## config.mk

```make
export PLATFORM = sky130hd
export DESIGN_NAME = morse_sequencer
export DESIGN_NICKNAME = d
export VERILOG_FILES = /design/src/rtl/morse_sequencer.sv
export SDC_FILE = /design/constraint.sdc
export NUM_CORES = 1
export LEC_CHECK = 0
export CORE_ASPECT_RATIO = 1.2
export CORE_MARGIN = 4
export CORE_UTILIZATION = 56
export DETAILED_ROUTE_END_ITERATION = 10
export PLACE_DENSITY = 0.92
export SLEW_MARGIN = 20
export SYNTH_ARGS = -nofsm -noshare
export SYNTH_HDL_FRONTEND = slang
export SYNTH_SLANG_ARGS = --single-unit
```

## constraint.sdc

```tcl
create_clock -name clk -period 2.4 [get_ports clk]
set_input_delay 0.24 -clock clk [delete_from_list [all_inputs] [get_ports clk]]
set_output_delay 0.24 -clock clk [all_outputs]
set_load 0.02 [all_outputs]
```

## src/rtl/morse_sequencer.sv

```systemverilog
// rtl/morse_sequencer.sv - Morse key timing sequencer; MORSE_WORD_SPACE_EN adds word-space code 36
module morse_sequencer #(
    parameter int CLK_PER_UNIT     = 50000000 / 10,
    parameter int DASH_UNITS       = 2,
    parameter int LETTER_GAP_UNITS = 3,
    parameter int WORD_GAP_UNITS   = 7
) (
    input  logic       clk,
    input  logic       rst_n,
    input  logic       key,
    output logic [2:0] tr_count,
    output logic [4:0] tr_reg,
    input  logic [5:0] tr_code,
    output logic [5:0] char_code,
    output logic       char_valid,
    input  logic       char_ready,
    output logic       err_pulse,
    output logic       ovr_pulse
);

    localparam int PW = (CLK_PER_UNIT > 1) ? $clog2(CLK_PER_UNIT) : 1;
    localparam logic [PW-1:0] PRESC_MAX = PW'(CLK_PER_UNIT - 1);
    localparam logic [3:0] DASH_U = 4'(DASH_UNITS);
    localparam logic [3:0] LGAP_U = 4'(LETTER_GAP_UNITS);
    localparam logic [3:0] WGAP_U = 4'(WORD_GAP_UNITS);

    typedef enum logic [2:0] {
        S_IDLE,
        S_MARK,
        S_SPACE,
        S_EMIT,
        S_GAP,
        S_DISCARD
    } state_t;

    state_t        state_q, state_d;
    logic [PW-1:0] presc_q, presc_d;
    logic [3:0]    unit_cnt_q, unit_cnt_d;
    logic [2:0]    sym_cnt_q, sym_cnt_d;
    logic [4:0]    pattern_q, pattern_d;
    logic [5:0]    char_code_q, char_code_d;
    logic          char_valid_q, char_valid_d;
    logic          err_q, err_d;
    logic          ovr_q, ovr_d;

    logic          tick;
    logic [3:0]    unit_eff;
    logic          load;
    logic [5:0]    load_code;
    logic          hold_clr;
    logic          cnt_clr;

    // unit_eff includes the unit completing on this very cycle, so thresholds fire on the exact edge
    assign tick     = (presc_q == PRESC_MAX);
    assign unit_eff = (tick && unit_cnt_q != 4'd15) ? unit_cnt_q + 4'd1 : unit_cnt_q;

    always_comb begin
        state_d      = state_q;
        sym_cnt_d    = sym_cnt_q;
        pattern_d    = pattern_q;
        char_code_d  = char_code_q;
        char_valid_d = char_valid_q & ~char_ready;
        err_d        = 1'b0;
        ovr_d        = 1'b0;
        load         = 1'b0;
        load_code    = tr_code;
        hold_clr     = 1'b0;

        case (state_q)
            S_IDLE: begin
                sym_cnt_d = 3'd0;
                pattern_d = 5'd0;
                if (key) state_d = S_MARK;
            end
            S_MARK: begin
                if (!key) begin
                    if (sym_cnt_q < 3'd5) begin
                        pattern_d = {pattern_q[3:0], (unit_eff >= DASH_U)};
                        sym_cnt_d = sym_cnt_q + 3'd1;
                        state_d   = S_SPACE;
                    end else begin
                        err_d   = 1'b1;
                        state_d = S_DISCARD;
                    end
                end
            end
            S_SPACE: begin
                if (unit_eff >= LGAP_U) state_d = S_EMIT;
                else if (key)           state_d = S_MARK;
            end
            S_EMIT: begin
                load      = 1'b1;
                sym_cnt_d = 3'd0;
                pattern_d = 5'd0;
                state_d   = key ? S_MARK : S_GAP;
            end
            S_GAP: begin
                if (unit_eff >= WGAP_U) begin
`ifdef MORSE_WORD_SPACE_EN
                    load      = 1'b1;
                    load_code = 6'd36;
`endif
                    state_d = S_IDLE;
                end else if (key) begin
                    state_d = S_MARK;
                end
            end
            S_DISCARD: begin
                // only an unbroken key-up run closes a discarded letter
                if (key) begin
                    hold_clr = 1'b1;
                end else if (unit_eff >= LGAP_U) begin
                    sym_cnt_d = 3'd0;
                    pattern_d = 5'd0;
                    state_d   = S_IDLE;
                end
            end
            default: state_d = S_IDLE;
        endcase

        if (load) begin
            if (!char_valid_q || char_ready) begin
                char_code_d  = load_code;
                char_valid_d = 1'b1;
            end else begin
                ovr_d = 1'b1;
            end
        end
    end

    assign cnt_clr    = hold_clr || (state_d != state_q);
    assign presc_d    = (cnt_clr || tick) ? '0 : presc_q + PW'(1);
    assign unit_cnt_d = cnt_clr ? 4'd0 : unit_eff;

    always_ff @(posedge clk) begin
        if (!rst_n) begin
            state_q      <= S_IDLE;
            presc_q      <= '0;
            unit_cnt_q   <= 4'd0;
            sym_cnt_q    <= 3'd0;
            pattern_q    <= 5'd0;
            char_code_q  <= 6'd0;
            char_valid_q <= 1'b0;
            err_q        <= 1'b0;
            ovr_q        <= 1'b0;
        end else begin
            state_q      <= state_d;
            presc_q      <= presc_d;
            unit_cnt_q   <= unit_cnt_d;
            sym_cnt_q    <= sym_cnt_d;
            pattern_q    <= pattern_d;
            char_code_q  <= char_code_d;
            char_valid_q <= char_valid_d;
            err_q        <= err_d;
            ovr_q        <= ovr_d;
        end
    end

    assign tr_count   = sym_cnt_q;
    assign tr_reg     = pattern_q;
    assign char_code  = char_code_q;
    assign char_valid = char_valid_q;
    assign err_pulse  = err_q;
    assign ovr_pulse  = ovr_q;

endmodule

```

Word-level counts from Yosys, hierarchy flattened:

Index checks and enable logic that the tools add are counted.
W data, S select, Z words.

* bits in registers: 47
* input port bits: 10
* output and inout bits: 17
* word-level logic and storage cells: 73

* add/sub/neg operators: 3
* magnitude comparators: 4
* eq/ne operators: 12
* mux-type cells: 27
* bitwise gates (word level): 4
* reduce and logical (&&, ||, !) cells: 14

Operators with widths (count)
* $mux W3: 12
* $add A23 B1 Y23 const B: 1
* $eq A23 B23 Y1 const B: 1
* $mux W5: 4
* $pmux W3 S6: 1
* $pmux W5 S3: 1
* $pmux W3 S3: 1
* $ge A4 B2 Y1 const B: 2
* $ne A2 B2 Y1 const B: 4
* $mux W1: 7
* $eq A3 B2 Y1 const B: 2
* $eq A3 B3 Y1 const B: 2
* $reduce_or A2 Y1: 3
* $reduce_and A5 Y1: 1
* $add A4 B1 Y4 const B: 1
* $ge A4 B3 Y1 const B: 1
* $mux W4: 1
* $ne A4 B4 Y1 const B: 1
* $reduce_and A2 Y1: 2
* $add A3 B1 Y3 const B: 1
* $eq A3 B1 Y1 const B: 1
* $logic_not A3 Y1: 1
* $logic_or A1 B1 Y1: 3
* $lt A3 B3 Y1 const B: 1
* 7 further kinds: 9

Logic depth before layout (Yosys ltp):

* depth in word-level cells: 11
* mapped depth: 9
* depth with buffers taken out: 7

Worst setup path after synthesis:

No wires, ideal clock.

* path kind: reg-to-reg
* from: register presc_q[13]
* to: register presc_q[6]
* library setup time: 131 ps
* arrival: 2075 ps
* required time: 2269 ps
* setup slack: 193 ps
* stages on the path, launching flop included: 9
* path buffers: 2
* clock period less this slack: 2207 ps
* cells stage by stage: dfxtp_1 -> or4b_1 -> or4_4 -> o21ai_4 -> and2_4 -> a221o_1 -> buf_6 -> buf_6 -> nor3_1

* word-level cells in the longest chain between the ends: 11
* elaborated cells on any way between the ends: 14
* those cells by class: order compare: 2; eq/ne: 2; mux: 6; reduce/logical: 4

RTL lines
* from (decl): RTL line 37 `logic [PW-1:0] presc_q, presc_d;`
* from (signal assigned): RTL line 148 `presc_q <= presc_d;`
* $eq A23 B23 Y1 (*): RTL line 54 `assign tick = (presc_q == PRESC_MAX);`
* $logic_and A1 B1 Y1: RTL line 55 `assign unit_eff = (tick && unit_cnt_q != 4'd15) ? unit_cnt_q + 4'd1 : unit_cnt_q;`
* $mux W4: RTL line 55
* $ge A4 B2 Y1: RTL line 88, 112
* $mux W3: RTL line 112 `end else if (unit_eff >= LGAP_U) begin`
* $mux W3: RTL line 110 `if (key) begin`
* $pmux W3 S6: RTL line 69 `case (state_q)`
* $ne A3 B3 Y1: RTL line 131 `assign cnt_clr = hold_clr || (state_d != state_q);`
* $logic_or A1 B1 Y1: RTL line 131
* $logic_or A1 B1 Y1 (*): RTL line 132 `assign presc_d = (cnt_clr || tick) ? '0 : presc_q + PW'(1);`
* $reduce_or A2 Y1 (no source line) (*)

Mark *: on every way between the ends. The rest lies on a longest branch, timed or not.
A chain may end at the register's enable or synchronous reset.

Worst setup path after layout:

* from: register presc_q[10]
* to: register presc_q[11]

* word-level cells in the longest chain between the ends: 11
* elaborated cells on any way between the ends: 15
* those cells by class: add/sub: 1; order compare: 2; eq/ne: 2; mux: 6; reduce/logical: 4

RTL lines (RTL line)
* $eq A23 B23 Y1: 54
* $logic_and A1 B1 Y1: 55
* $mux W4: 55
* $ge A4 B2 Y1: 88, 112
* $mux W3: 112
* $mux W3: 110
* $pmux W3 S6: 69
* $ne A3 B3 Y1: 131
* $logic_or A1 B1 Y1: 131
* $logic_or A1 B1 Y1: 132
* $reduce_or A2 Y1 (no source line)

Parallel ways exist; a longest one is shown, timed or not.

==> flow_metrics.env <==
export IMPL_outcome="finished, final reports clean"
export IMPL_grt_pass1_wl_um=8362
export IMPL_ys_ff_latch=47
export IMPL_finClkSkew_ns=0.008484
export IMPL_n_fill_cell=301
export IMPL_syn_area_um2=2381
export IMPL_ant_nets=0
export IMPL_wirelength_um=4776
export IMPL_post_cts_repair_setup_buffers=0
export IMPL_syn_num_nets=291
export IMPL_register_area_um2=942.2
export IMPL_slowest_delay_ns=0.50
export IMPL_report_power_total_uw=1357
export IMPL_drt_initial_drc_count=187
export IMPL_antenna_found_initial=0
export IMPL_area_delta_synth_final_pct=17.39
export IMPL_antennaDiodeCount=0
export IMPL_drv_slew=0
export IMPL_dp_hpwl_um=3460
export IMPL_drive_gt1_share_pct=7.492
export IMPL_io_buffers=26
export IMPL_maxCapViolCount=0
export IMPL_path_clk_slew_ns=0.09
export IMPL_fin_tns_setup_ns=0
export IMPL_hp_class="flop to flop"
export IMPL_p_per_area_nw_per_um2=485.4
export IMPL_cp_top_family="simple AND/OR/NAND/NOR gates"
export IMPL_fin_ws_ns=0.1094
export IMPL_coreArea_um2=4035
export IMPL_rrSetupSlack_ns=0.11
export IMPL_period_share_pct=95.44
export IMPL_grt_setup_unrepaired="no"
export IMPL_multiInputGateArea_um2=1369
export IMPL_ys_seq_area_share_pct=39.52
export IMPL_grt_start_max_net_pins=28
export IMPL_cts_sinks=47
export IMPL_grt_overflow=0
export IMPL_io_pins=27
export IMPL_yosysWarningCount=0
export IMPL_core_rowCount=25
export IMPL_leakagePower_uw=0.0009806
export IMPL_place_gp_congestion=0.8654
export IMPL_cp_num_cells=7
export IMPL_place_ws_ns=0.1023
export IMPL_synth_edf_count=0
export IMPL_synth_async_reset_ratio_pct=0
export IMPL_placed_cell_area_um2=2706
export IMPL_nets=320
export IMPL_netlist_area_leader_share_pct=39.52
export IMPL_grt_met3_usage_pct=3.803
export IMPL_finalHoldViolations=0
export IMPL_worstMarginPinSlew_ns=0.6435
export IMPL_grt_met1_usage_pct=24.14
export IMPL_finalCriticalPeriod_ns=2.291
export IMPL_grt_use_met2_pct=34.47
export IMPL_syn_inst=278
export IMPL_critPathKind="flop to flop"
export IMPL_dr_pass1_iters=4
export IMPL_clockBufferDepth=2
export IMPL_die_y_um=79.43
export IMPL_track_usage_pct=20.01
export IMPL_synth_common_cells="dfxtp_1 (47), nor2_1 (34), nand2_1 (21)"
export IMPL_cp_arrival_ns=2.46
export IMPL_synthFlopType="dfxtp_1"
export IMPL_top_usage_layer="met2"
export IMPL_hold_path_startpoint="presc_q[0]"
export IMPL_vias=2028
export IMPL_max_slew_margin_pct=56.94
export IMPL_synth_area_leaders="dfxtp_1 (40%), xor2_1 (5.5%), nor2_1 (5.4%)"
export IMPL_drcViolationCount=0
export IMPL_peakVddDrop_v=0.0004388
export IMPL_wl_per_cell_um=13.23
export IMPL_worstSetupEndpointType="flop"
export IMPL_crit_path_start_kind="flop"
export IMPL_r2r_start="presc_q[10]"
export IMPL_holdPathStages=1
export IMPL_synth_area_per_cell_um2=8.565
export IMPL_critPathBufInv=1
export IMPL_ctsHoldBuffers=0
export IMPL_cts_root_buf="clkbuf_8"
export IMPL_htreeDepth=2
export IMPL_fp_dieW_um=67.53
export IMPL_yosys_area_top_type="dfxtp_1"
export IMPL_finalSetupViolations=0
export IMPL_worstReg2RegEnd="presc_q[11]"
export IMPL_cts_buffers=5
export IMPL_yosysMostFrequentCell="dfxtp_1"
export IMPL_clk_latency_ns=0.30
export IMPL_largest_register_ff_count=23
export IMPL_crit_slowest_cell="or4b_1"
export IMPL_synthDistinctLibCells=45
export IMPL_crit_chain="or4b_1 > or4_4 > o21ai_4 > and2_4 > a221o_1 > buf_12 > nor3_1"
export IMPL_start_util_pct=59.01
export IMPL_viasPerCell=5.618
export IMPL_cp_max_fo=27
export IMPL_grt_pass1_vias=1876
export IMPL_min_to="presc_q[0]"
export IMPL_die_area_um2=5364
export IMPL_required_ns=2.56
export IMPL_fin_area_um2=2795
export IMPL_worstRegToRegCells=7
export IMPL_max_freq_mhz=436.6
export IMPL_cts_tree="yes"
## cells by family after synthesis
group                      count (synthesis)  synth area share (%)
and+or+nand+nor                          139                 31.11
muxes                                      9                 3.784
xor gates and xnor gates                  23                 8.461
DFF                                       47                 39.52
adders and majority gates                  3                 1.577
buffers and inverters                     13                 2.995
AOI/OAI and AO/OA                         44                 12.56
## final cells by class
cell class | instances | share of cell area, %
tap | 54 | 2.417
timing repair buffer | 32 | 11.37
inverter | 3 | 0.4029
sequential | 47 | 33.71
clock buffer | 6 | 2.954
multi-input combinational | 218 | 48.97
clock inverter | 1 | 0.1791
## metal layers
metal | wire length, µm | share of wire, % | vias to the layer above
li1 | - | - | 1038
met1 | 2126 | 45 | 942
met2 | 2406 | 50 | 39
met3 | 166 | 3.5 | 9
met4 | 77 | 1.6 | 0
met5 | 0 | 0 | -
## worst max-delay path by stage
stage	startpoint	endpoint
after floorplan	presc_q[13]	presc_q[6]
after global placement	presc_q[13]	presc_q[8]
after detailed placement	presc_q[13]	presc_q[11]
after CTS	presc_q[13]	presc_q[11]
after global routing	presc_q[13]	presc_q[19]
final	presc_q[10]	presc_q[11]
## through the flow
step	instances	hold slack (ns)	util, %
global placement	354	0.4365	67.07
finish	361	0.4630	69.27
global route	361	0.4885	69.27
floorplan	278	0.3682	-
detailed placement	354	0.4466	67.07
CTS	361	0.4641	69.24
## report_power, final
group	internal, µW	switching (µW)	total [µW]
clock	226	256	482
sequential	785	6.82	792
combinational	41.7	41.1	82.8
## timing repair
action | CTS | global route
gates resized for setup | 0 | 1
hold endpoints to repair | 0 | 0
setup endpoints to repair | 0 | 4
## cells in the final DEF, fill, tap and decap left out, drive strengths merged, types with 7 or more instances in the layout
master,instances
a21oi,12
nand4,7
xor2,15
nor2b,16
nor2,34
xnor2,8
dfxtp,47
nor3,17
nand3,13
nand2,21
mux2i,9
clkdlybuf4s50,26
o21ai,16
(Power assumes the default switching activity.)
